--- src/rtl/usb_bit_unstuffer_if.sv ---
`timescale 1ns/1ps
`default_nettype none
// ============================================================================
//  Module   : usb_bit_unstuffer_if
//  Brief    : Bit-stream bundle between the NRZI decoder, the bit unstuffer
//             and the RX shift register. The err_count member is present
//             only when USB_UNSTUFF_ERR_CNT_EN is defined.
//  Revision : 1.0 - initial release
// ============================================================================
interface usb_bit_unstuffer_if #(
  parameter int ERR_CNT_W = 8
);
  logic in_bit;
  logic in_valid;
  logic pkt_clr;
  logic out_bit;
  logic out_valid;
  logic stuff_err;
  logic err_active;
`ifdef USB_UNSTUFF_ERR_CNT_EN
  logic [ERR_CNT_W-1:0] err_count;
`else
  // Width is only meaningful when the error counter is built in.
  if (ERR_CNT_W > 0) begin : g_err_cnt_w_unused
  end
`endif

  // Upstream side: supplies decoded bits and packet boundaries.
  modport master (
    output in_bit,
    output in_valid,
    output pkt_clr,
    input  out_bit,
    input  out_valid,
    input  stuff_err,
`ifdef USB_UNSTUFF_ERR_CNT_EN
    input  err_count,
`endif
    input  err_active
  );

  // Unstuffer side: consumes decoded bits, produces the unstuffed stream.
  modport slave (
    input  in_bit,
    input  in_valid,
    input  pkt_clr,
    output out_bit,
    output out_valid,
    output stuff_err,
`ifdef USB_UNSTUFF_ERR_CNT_EN
    output err_count,
`endif
    output err_active
  );
endinterface
`default_nettype wire

--- src/rtl/usb_bit_unstuffer.sv ---
`timescale 1ns/1ps
`default_nettype none
// ============================================================================
//  Module   : usb_bit_unstuffer
//  Brief    : USB receive bit unstuffer. Removes the stuffed 0 that follows
//             RUN_LEN consecutive 1s; a 1 in that slot is a bit-stuff error
//             which suppresses the rest of the packet until pkt_clr.
//             Optional feature macro: USB_UNSTUFF_ERR_CNT_EN adds a
//             saturating err_count output cleared only by nRST.
//  Revision : 1.0 - initial release
// ============================================================================
module usb_bit_unstuffer #(
  parameter int RUN_LEN   = 6,
  parameter int ERR_CNT_W = 8
) (
  input  wire logic          clk,
  input  wire logic          nRST,
  usb_bit_unstuffer_if.slave bus
);

  localparam int              c_CNT_W     = $clog2(RUN_LEN + 1);
  localparam logic [c_CNT_W-1:0] c_RUN    = c_CNT_W'(RUN_LEN);

  localparam logic [1:0]      c_ST_NORMAL = 2'd0;
  localparam logic [1:0]      c_ST_DROP   = 2'd1;
  localparam logic [1:0]      c_ST_ERROR  = 2'd2;

  logic [1:0]         r_state;
  logic [1:0]         w_state_nxt;
  logic [c_CNT_W-1:0] r_ones_cnt;
  logic [c_CNT_W-1:0] w_ones_nxt;
  logic [c_CNT_W-1:0] w_ones_inc;

  logic               r_out_bit;
  logic               r_out_valid;
  logic               r_stuff_err;
  logic               r_err_active;
  logic               w_out_bit_nxt;
  logic               w_out_valid_nxt;
  logic               w_stuff_err_nxt;
  logic               w_err_active_nxt;

  // A bit is consumed only when valid and not overridden by a packet boundary.
  logic               w_take;
  assign w_take     = bus.in_valid & ~bus.pkt_clr;
  assign w_ones_inc = r_ones_cnt + 1'b1;

  // State and run-length register; reset mid-packet restarts cleanly.
  always_ff @(posedge clk or negedge nRST) begin
    if (!nRST) begin
      r_state    <= c_ST_NORMAL;
      r_ones_cnt <= '0;
    end else begin
      r_state    <= w_state_nxt;
      r_ones_cnt <= w_ones_nxt;
    end
  end

  // Next-state and run-count logic; idle cycles leave the run untouched.
  always_comb begin
    w_state_nxt = r_state;
    w_ones_nxt  = r_ones_cnt;
    if (bus.pkt_clr) begin
      // Boundary abandons any pending drop or error without flagging.
      w_state_nxt = c_ST_NORMAL;
      w_ones_nxt  = '0;
    end else if (bus.in_valid) begin
      case (r_state)
        c_ST_NORMAL: begin
          if (bus.in_bit) begin
            if (w_ones_inc == c_RUN) begin
              w_state_nxt = c_ST_DROP;
              w_ones_nxt  = '0;
            end else begin
              w_ones_nxt  = w_ones_inc;
            end
          end else begin
            w_ones_nxt = '0;
          end
        end
        c_ST_DROP: begin
          w_ones_nxt  = '0;
          w_state_nxt = bus.in_bit ? c_ST_ERROR : c_ST_NORMAL;
        end
        c_ST_ERROR: begin
          w_state_nxt = c_ST_ERROR;
        end
        default: begin
          w_state_nxt = c_ST_NORMAL;
          w_ones_nxt  = '0;
        end
      endcase
    end
  end

  // Output decode: data strobes only in NORMAL, error pulse only from DROP,
  // so a data strobe and stuff_err can never coincide.
  always_comb begin
    w_out_valid_nxt  = 1'b0;
    w_out_bit_nxt    = r_out_bit;
    w_stuff_err_nxt  = 1'b0;
    if (w_take) begin
      case (r_state)
        c_ST_NORMAL: begin
          w_out_valid_nxt = 1'b1;
          w_out_bit_nxt   = bus.in_bit;
        end
        c_ST_DROP: begin
          w_stuff_err_nxt = bus.in_bit;
        end
        default: begin
          w_out_valid_nxt = 1'b0;
        end
      endcase
    end
    w_err_active_nxt = (w_state_nxt == c_ST_ERROR);
  end

  // Registered outputs; out_bit holds its last data value between strobes.
  always_ff @(posedge clk or negedge nRST) begin
    if (!nRST) begin
      r_out_bit    <= 1'b0;
      r_out_valid  <= 1'b0;
      r_stuff_err  <= 1'b0;
      r_err_active <= 1'b0;
    end else begin
      r_out_bit    <= w_out_bit_nxt;
      r_out_valid  <= w_out_valid_nxt;
      r_stuff_err  <= w_stuff_err_nxt;
      r_err_active <= w_err_active_nxt;
    end
  end

  assign bus.out_bit    = r_out_bit;
  assign bus.out_valid  = r_out_valid;
  assign bus.stuff_err  = r_stuff_err;
  assign bus.err_active = r_err_active;

`ifdef USB_UNSTUFF_ERR_CNT_EN
  localparam logic [ERR_CNT_W-1:0] c_ERR_MAX = {ERR_CNT_W{1'b1}};

  logic [ERR_CNT_W-1:0] r_err_count;

  // Saturating violation counter; survives packet boundaries.
  always_ff @(posedge clk or negedge nRST) begin
    if (!nRST) begin
      r_err_count <= '0;
    end else if (w_stuff_err_nxt && (r_err_count != c_ERR_MAX)) begin
      r_err_count <= r_err_count + 1'b1;
    end
  end

  assign bus.err_count = r_err_count;
`else
  // Counter width is only meaningful when the error counter is built in.
  if (ERR_CNT_W > 0) begin : g_err_cnt_w_unused
  end
`endif

endmodule
`default_nettype wire

--- src/flat_wrapper.sv ---
// flat-port wrapper written by rule: the top's interface ports become plain ports
module usb_bit_unstuffer_flat 
#(
  parameter int RUN_LEN   = 6,
  parameter int ERR_CNT_W = 8
)
  (clk, nRST, bus_in_bit, bus_in_valid, bus_pkt_clr, bus_out_bit, bus_out_valid, bus_stuff_err, bus_err_active);
  usb_bit_unstuffer_if #(.ERR_CNT_W(ERR_CNT_W)) bus_i ();
  input  wire logic clk;
  input  wire logic nRST;
  input wire logic [$bits(bus_i.in_bit)-1:0] bus_in_bit;
  input wire logic [$bits(bus_i.in_valid)-1:0] bus_in_valid;
  input wire logic [$bits(bus_i.pkt_clr)-1:0] bus_pkt_clr;
  output wire logic [$bits(bus_i.out_bit)-1:0] bus_out_bit;
  output wire logic [$bits(bus_i.out_valid)-1:0] bus_out_valid;
  output wire logic [$bits(bus_i.stuff_err)-1:0] bus_stuff_err;
  output wire logic [$bits(bus_i.err_active)-1:0] bus_err_active;
  assign bus_i.in_bit = bus_in_bit;
  assign bus_i.in_valid = bus_in_valid;
  assign bus_i.pkt_clr = bus_pkt_clr;
  assign bus_out_bit = bus_i.out_bit;
  assign bus_out_valid = bus_i.out_valid;
  assign bus_stuff_err = bus_i.stuff_err;
  assign bus_err_active = bus_i.err_active;
  usb_bit_unstuffer #(.RUN_LEN(RUN_LEN), .ERR_CNT_W(ERR_CNT_W)) u_core (.clk(clk), .nRST(nRST), .bus(bus_i));
endmodule
--- config.mk ---
export PLATFORM = sky130hd
export DESIGN_NAME = usb_bit_unstuffer_flat
export DESIGN_NICKNAME = d
export VERILOG_FILES = /design/src/rtl/usb_bit_unstuffer_if.sv /design/src/rtl/usb_bit_unstuffer.sv /design/src/flat_wrapper.sv
export SDC_FILE = /design/constraint.sdc
export NUM_CORES = 1
export LEC_CHECK = 0
export CORE_UTILIZATION = 34
export CTS_CLUSTER_SIZE = 40
export DETAILED_ROUTE_END_ITERATION = 10
export GPL_TIMING_DRIVEN = 0
export SETUP_SLACK_MARGIN = 0.4
export SLEW_MARGIN = 20
export SYNTH_ARGS = -nofsm -noshare
export SYNTH_HDL_FRONTEND = slang
export SYNTH_SLANG_ARGS = --single-unit
--- constraint.sdc ---
create_clock -name clk -period 1.4 [get_ports clk]
set_input_delay 0.21 -clock clk [delete_from_list [all_inputs] [get_ports clk]]
set_output_delay 0.21 -clock clk [all_outputs]
set_load 0.005 [all_outputs]
# Word-level counts from Yosys, hierarchy flattened
# Index checks and enable logic that the tools add are counted.
dict set report totals {
  regBits 9
  input_bits 5
  word_cells 33
}
dict set report classes {
  addsub 1
  n_eq_ne 5
  n_mux 15
  n_bitwise 2
  n_reduce_logical 4
}
# cell n
set op_table {}
lappend op_table {{$mux W3} 4}
lappend op_table {{$mux W2} 5}
lappend op_table {{$pmux W2 S3} 1}
lappend op_table {{$pmux W3 S2} 1}
lappend op_table {{$eq A2 B2 Y1 const B} 2}
lappend op_table {{$mux W1} 4}
lappend op_table {{$reduce_and A2 Y1} 2}
lappend op_table {{$add A3 B1 Y3 const B} 1}
lappend op_table {{$eq A3 B3 Y1 const B} 1}
lappend op_table {{$eq A2 B1 Y1 const B} 1}
lappend op_table {{$logic_not A2 Y1} 1}
lappend op_table {{$ne A2 B2 Y1 const B} 1}
lappend op_table {{$reduce_bool A2 Y1} 1}
lappend op_table {{$and A1 B1 Y1} 1}
lappend op_table {{$not A1 Y1} 1}

# Logic depth before layout (Yosys ltp)
dict set report logic_depth {
  ltp_word 8
  depth_mapped 6
  mapped_depth_nobuf 6
}

# Worst setup path after synthesis
# Ideal clock, no wire load.
dict set report synth_path {
  path_type {register -> register}
  startpoint {reg u_core.r_ones_cnt[0]}
  endpoint {reg u_core.r_ones_cnt[2]}
  setup_ns 0.083
  arrival_ns 1.077
  required_time_ns 1.317
  path_slack_ns 0.241
  stages_incl_launch_ff 6
  path_buffers 0
  period_less_slack_ns 1.159
  path_cell_list {dfrtp_1 ha_1 nor3_1 and3b_1 o21ai_1 o21ai_0}
}
dict set report synth_between {
  elab_chain_cells 7
}
# item line_no
set synth_lines {}
lappend synth_lines {{start: declaration} usb_bit_unstuffer.sv:30} ;# logic [c_CNT_W-1:0] r_ones_cnt;
lappend synth_lines {{start signal: assignment} usb_bit_unstuffer.sv:55} ;# r_ones_cnt <= w_ones_nxt;
lappend synth_lines {{$add A3 B1 Y3 *} usb_bit_unstuffer.sv:46} ;# assign w_ones_inc = r_ones_cnt + 1'b1;
lappend synth_lines {{$eq A3 B3 Y1} usb_bit_unstuffer.sv:71} ;# if (w_ones_inc == c_RUN) begin
lappend synth_lines {{$mux W3 *} usb_bit_unstuffer.sv:71}
lappend synth_lines {{$mux W3 *} usb_bit_unstuffer.sv:70} ;# if (bus.in_bit) begin
lappend synth_lines {{$pmux W3 S2 *} usb_bit_unstuffer.sv:68} ;# case (r_state)
lappend synth_lines {{$mux W3 *} usb_bit_unstuffer.sv:67} ;# end else if (bus.in_valid) begin
lappend synth_lines {{$mux W3 *} usb_bit_unstuffer.sv:63} ;# if (bus.pkt_clr) begin
# Mark *: on every way between the ends. The rest lies on a longest branch, timed or not. The select of a mux whose other input is x is not followed.
# A chain may end at the register's enable or synchronous reset.

# Worst setup path after layout
dict set report layout_path {
  startpoint {reg u_core.r_ones_cnt[1]}
  endpoint {reg u_core.r_ones_cnt[2]}
}
# Same word-level chain as after synthesis.

==> results.cfg <==
[status]
status = finished, final reports clean

[clock_tree]
clock_latency_ps = 260
clockBufferDepth = 2
cts.sinks = 9
clk_pin_slew_ps = 60
root_buffer = clkbuf_4
cts_buffers = 3
cts_tree = built
postCtsHoldBufs = 0
htreeDepth = 1

[sta]
hold_violations = 0
final-setup-viol-count = 0
relSlewSlack_pct = 71.3
setup_ws_ps = 200
fin_crit_ps = 1200
rsz0062_at_grt = true
timing.fmax_mhz = 834
period_share_pct = 85.7
worstMarginPinSlew_ps = 429
finClkSkew_ps = 7.93
finalSetupTns_ps = 0
drv_slew = 0

[cells_and_area]
diodes = 0
area_growth_pct = 54.2
nNetsFinal = 70
drive_above_1_share_pct = 51.6

[detailed_routing]
drc = 0
vias_per_cell = 5.22
wire_per_inst_microns = 14.9
detail-route-antenna-nets = 0
drt-total-wl_microns = 1130
drt_iter0_drc = 7
num_vias = 397
dr.pass1.iters = 4

[critical_path]
critPathArrivalTime_ps = 1380
path_cells = inv_2 -> ha_4 -> nor3_4 -> and3b_1 -> o21ai_1 -> o21ai_1
endpoint = u_core.r_ones_cnt[2]
max_stage_delay_ps = 390
crit_path_end_kind = flip-flop
crit_required_ps = 1580
startpoint = u_core.r_ones_cnt[1]
crit_type = flip-flop to flip-flop
critPathSlowestCell = dfrtp_1
crit_path_frequent_cell = o21ai_1
reg2reg_depth = 6
timing.rr.start = u_core.r_ones_cnt[1]
critPathLaunchType = flip-flop
r2r_end = u_core.r_ones_cnt[2]
crit_fanout = 3
rrSetupSlack_ps = 200

[logic_synthesis]
syn_area_sq_um = 464
netlist.top_cell.by_area = dfrtp_1
synth.avg_cell_area_sq_um = 11.1
synth_area_leaders = dfrtp_1 (49%), ha_1 (5.4%), nor4b_4 (5.1%)
ys_seq_area_share_pct = 48.5
syn-num-nets = 49
synth.top_cell.area_share_pct = 48.5
netlist_instances = 42
ys_ff_latch = 9
yosys_warnings = 0
ys_types = 23

[placement]
place_congestion = 0.754
port_buffers = 7
post-place-ws_ps = -27.3
detailed_place_hpwl_microns = 647

[die]
die_y_microns = 39.0
dieArea_sq_um = 1520
initial_utilization_pct = 39.1
die_x_microns = 39.0
rows = 12
io_pins = 9
core_area_sq_um = 1190

[power]
pwr-share-comb_pct = 15.6
power.density_nw_per_um2 = 784
p_seq_share_pct = 48.7
switching_share_pct = 24.6
irDropWorstVdd_mv = 0.421
p_leak_nw = 0.325
power_frac_clock_pct = 35.7
p_sw_mw = 0.138
p_int_mw = 0.423

[global_routing]
first_global_vias = 434
grt_pass1_wl_microns = 1750
grt_max_degree = 11
overflow = 0
globalRouteTotalUtil_pct = 17.8
antenna_found_initial = 0

[worst_hold_path]
hp-class = input port to asynchronous set/reset pin

[flow_run]
maxCapViolCount = 0
[metal layers]
metal	track usage (%)	wire [microns]	vias up
met2	32.5	570	12
met3	3.47	59	4
met5	0	0	-
met1	18.4	464	191
met4	10.3	38	0
li1	-	-	190
[repair_timing]
action                                  4_1_cts  5_1_grt
buffers inserted                              6        3
resized for setup                            23        8
pin swaps                                     8        7
cloned                                        0        0
endpoints found under the setup margin       12       10
[stage by stage]
stage / cell area (sq um) / utilization, % / std cells / hold WS [ps] / total power [mW]
finish: 716 / 60.3 / 76 / 249 / 0.561
global route: 716 / 60.3 / 76 / 285 / 0.582
CTS: 661 / 55.7 / 73 / 251 / 0.540
detailed placement: 557 / 46.9 / 63 / 515 / 0.337
global placement: 557 / 46.9 / 63 / 510 / 0.335
floorplan: 469 / - / 42 / -85.6 / 0.305
[cells by family (layout without fill, tap and decap cells)]
group	after synthesis	after routing	share of synthesized area (%)
XOR/XNOR	1	1	1.89
AND/OR/NAND/NOR	14	14	23.4
AO/OA/AOI/OAI	10	10	14.0
buffers and inverters	6	26	6.74
flip-flops	9	9	48.5
adder cells (fa/ha/maj)	2	2	5.39
[layout by cell type, fill, tap and decap left out, drive strengths merged]
| master | instances |
|---|---|
| buf | 14 |
| dfrtp | 9 |
| nand2 | 5 |
| clkbuf | 5 |
| inv | 4 |
| a21oi | 3 |
| o21ai | 3 |
| dlygate4sd2 | 2 |
| ha | 2 |
| xor2 | 1 |
| nor4b | 1 |
| o32ai | 1 |
| nor2b | 1 |
| nand3 | 1 |
| nand2b | 1 |
| nor2 | 1 |
| nor4 | 1 |
| a22o | 1 |
| nor3 | 1 |
| nand4b | 1 |
| and3b | 1 |
| a211o | 1 |
| o41ai | 1 |
| clkdlybuf4s50 | 1 |
[cell usage after synthesis]
library cell	count
nor2b_2	1
buf_6	1
a22o_1	1
a211o_1	1
nand4b_1	1
o21ai_0	2
nor2_1	1
and3b_1	1
xor2_1	1
nor4_2	1
dfrtp_1	9
ha_1	2
buf_2	1
nand2_1	5
nor4b_4	1
nand3_1	1
o21ai_1	1
o32ai_1	1
a21oi_1	3
o41ai_1	1
nand2b_4	1
inv_1	4
nor3_1	1
[worst min path at each step]
stage                         startpoint               endpoint  slack, ps
floorplan                           nRST  u_core.bus.err_active        -90
global placement    u_core.r_ones_cnt[0]   u_core.r_ones_cnt[0]        510
detailed placement  u_core.r_ones_cnt[0]   u_core.r_ones_cnt[0]        520
CTS                          bus_pkt_clr      u_core.r_state[1]        250
global route                        nRST   u_core.bus.stuff_err        290
finish                              nRST   u_core.bus.stuff_err        250
[cell type report]
type                            instances  area (sq um)
Buffer                                  2          16.3
Clock buffer                            4          26.3
Fill cell                             100           470
Inverter                                4          15.0
Multi-Input combinational cell         27           270
Sequential cell                         9           226
Tap cell                               14          17.5
Timing Repair Buffer                   16           144
[critical path: cells and delay by family (launching register included)]
family | cells | cell delay [ps]
AO/OA/AOI/OAI | 2 | 130
flip-flops | 1 | 390
adder cells (fa/ha/maj) | 1 | 160
buffers and inverters | 1 | 60
AND/OR/NAND/NOR | 2 | 370
[sequential cells by signal, indices dropped and copies added (netlist names)]
| register | flops |
|---|---|
| u_core.bus.err_active | 1 |
| u_core.bus.out_bit | 1 |
| u_core.bus.out_valid | 1 |
| u_core.bus.stuff_err | 1 |
| u_core.r_ones_cnt | 3 |
| u_core.r_state | 2 |
[power by group through the flow]
stage                     Sequential [mW]  Combinational, mW  Clock, mW
final                               0.273             0.0876      0.200
after global routing                0.274             0.0948      0.213
after CTS                           0.272             0.0699      0.198
after detailed placement            0.277             0.0599          0
after global placement              0.277             0.0579          0
after floorplan                     0.278             0.0274          0
Power figures use the tool's default switching activity.
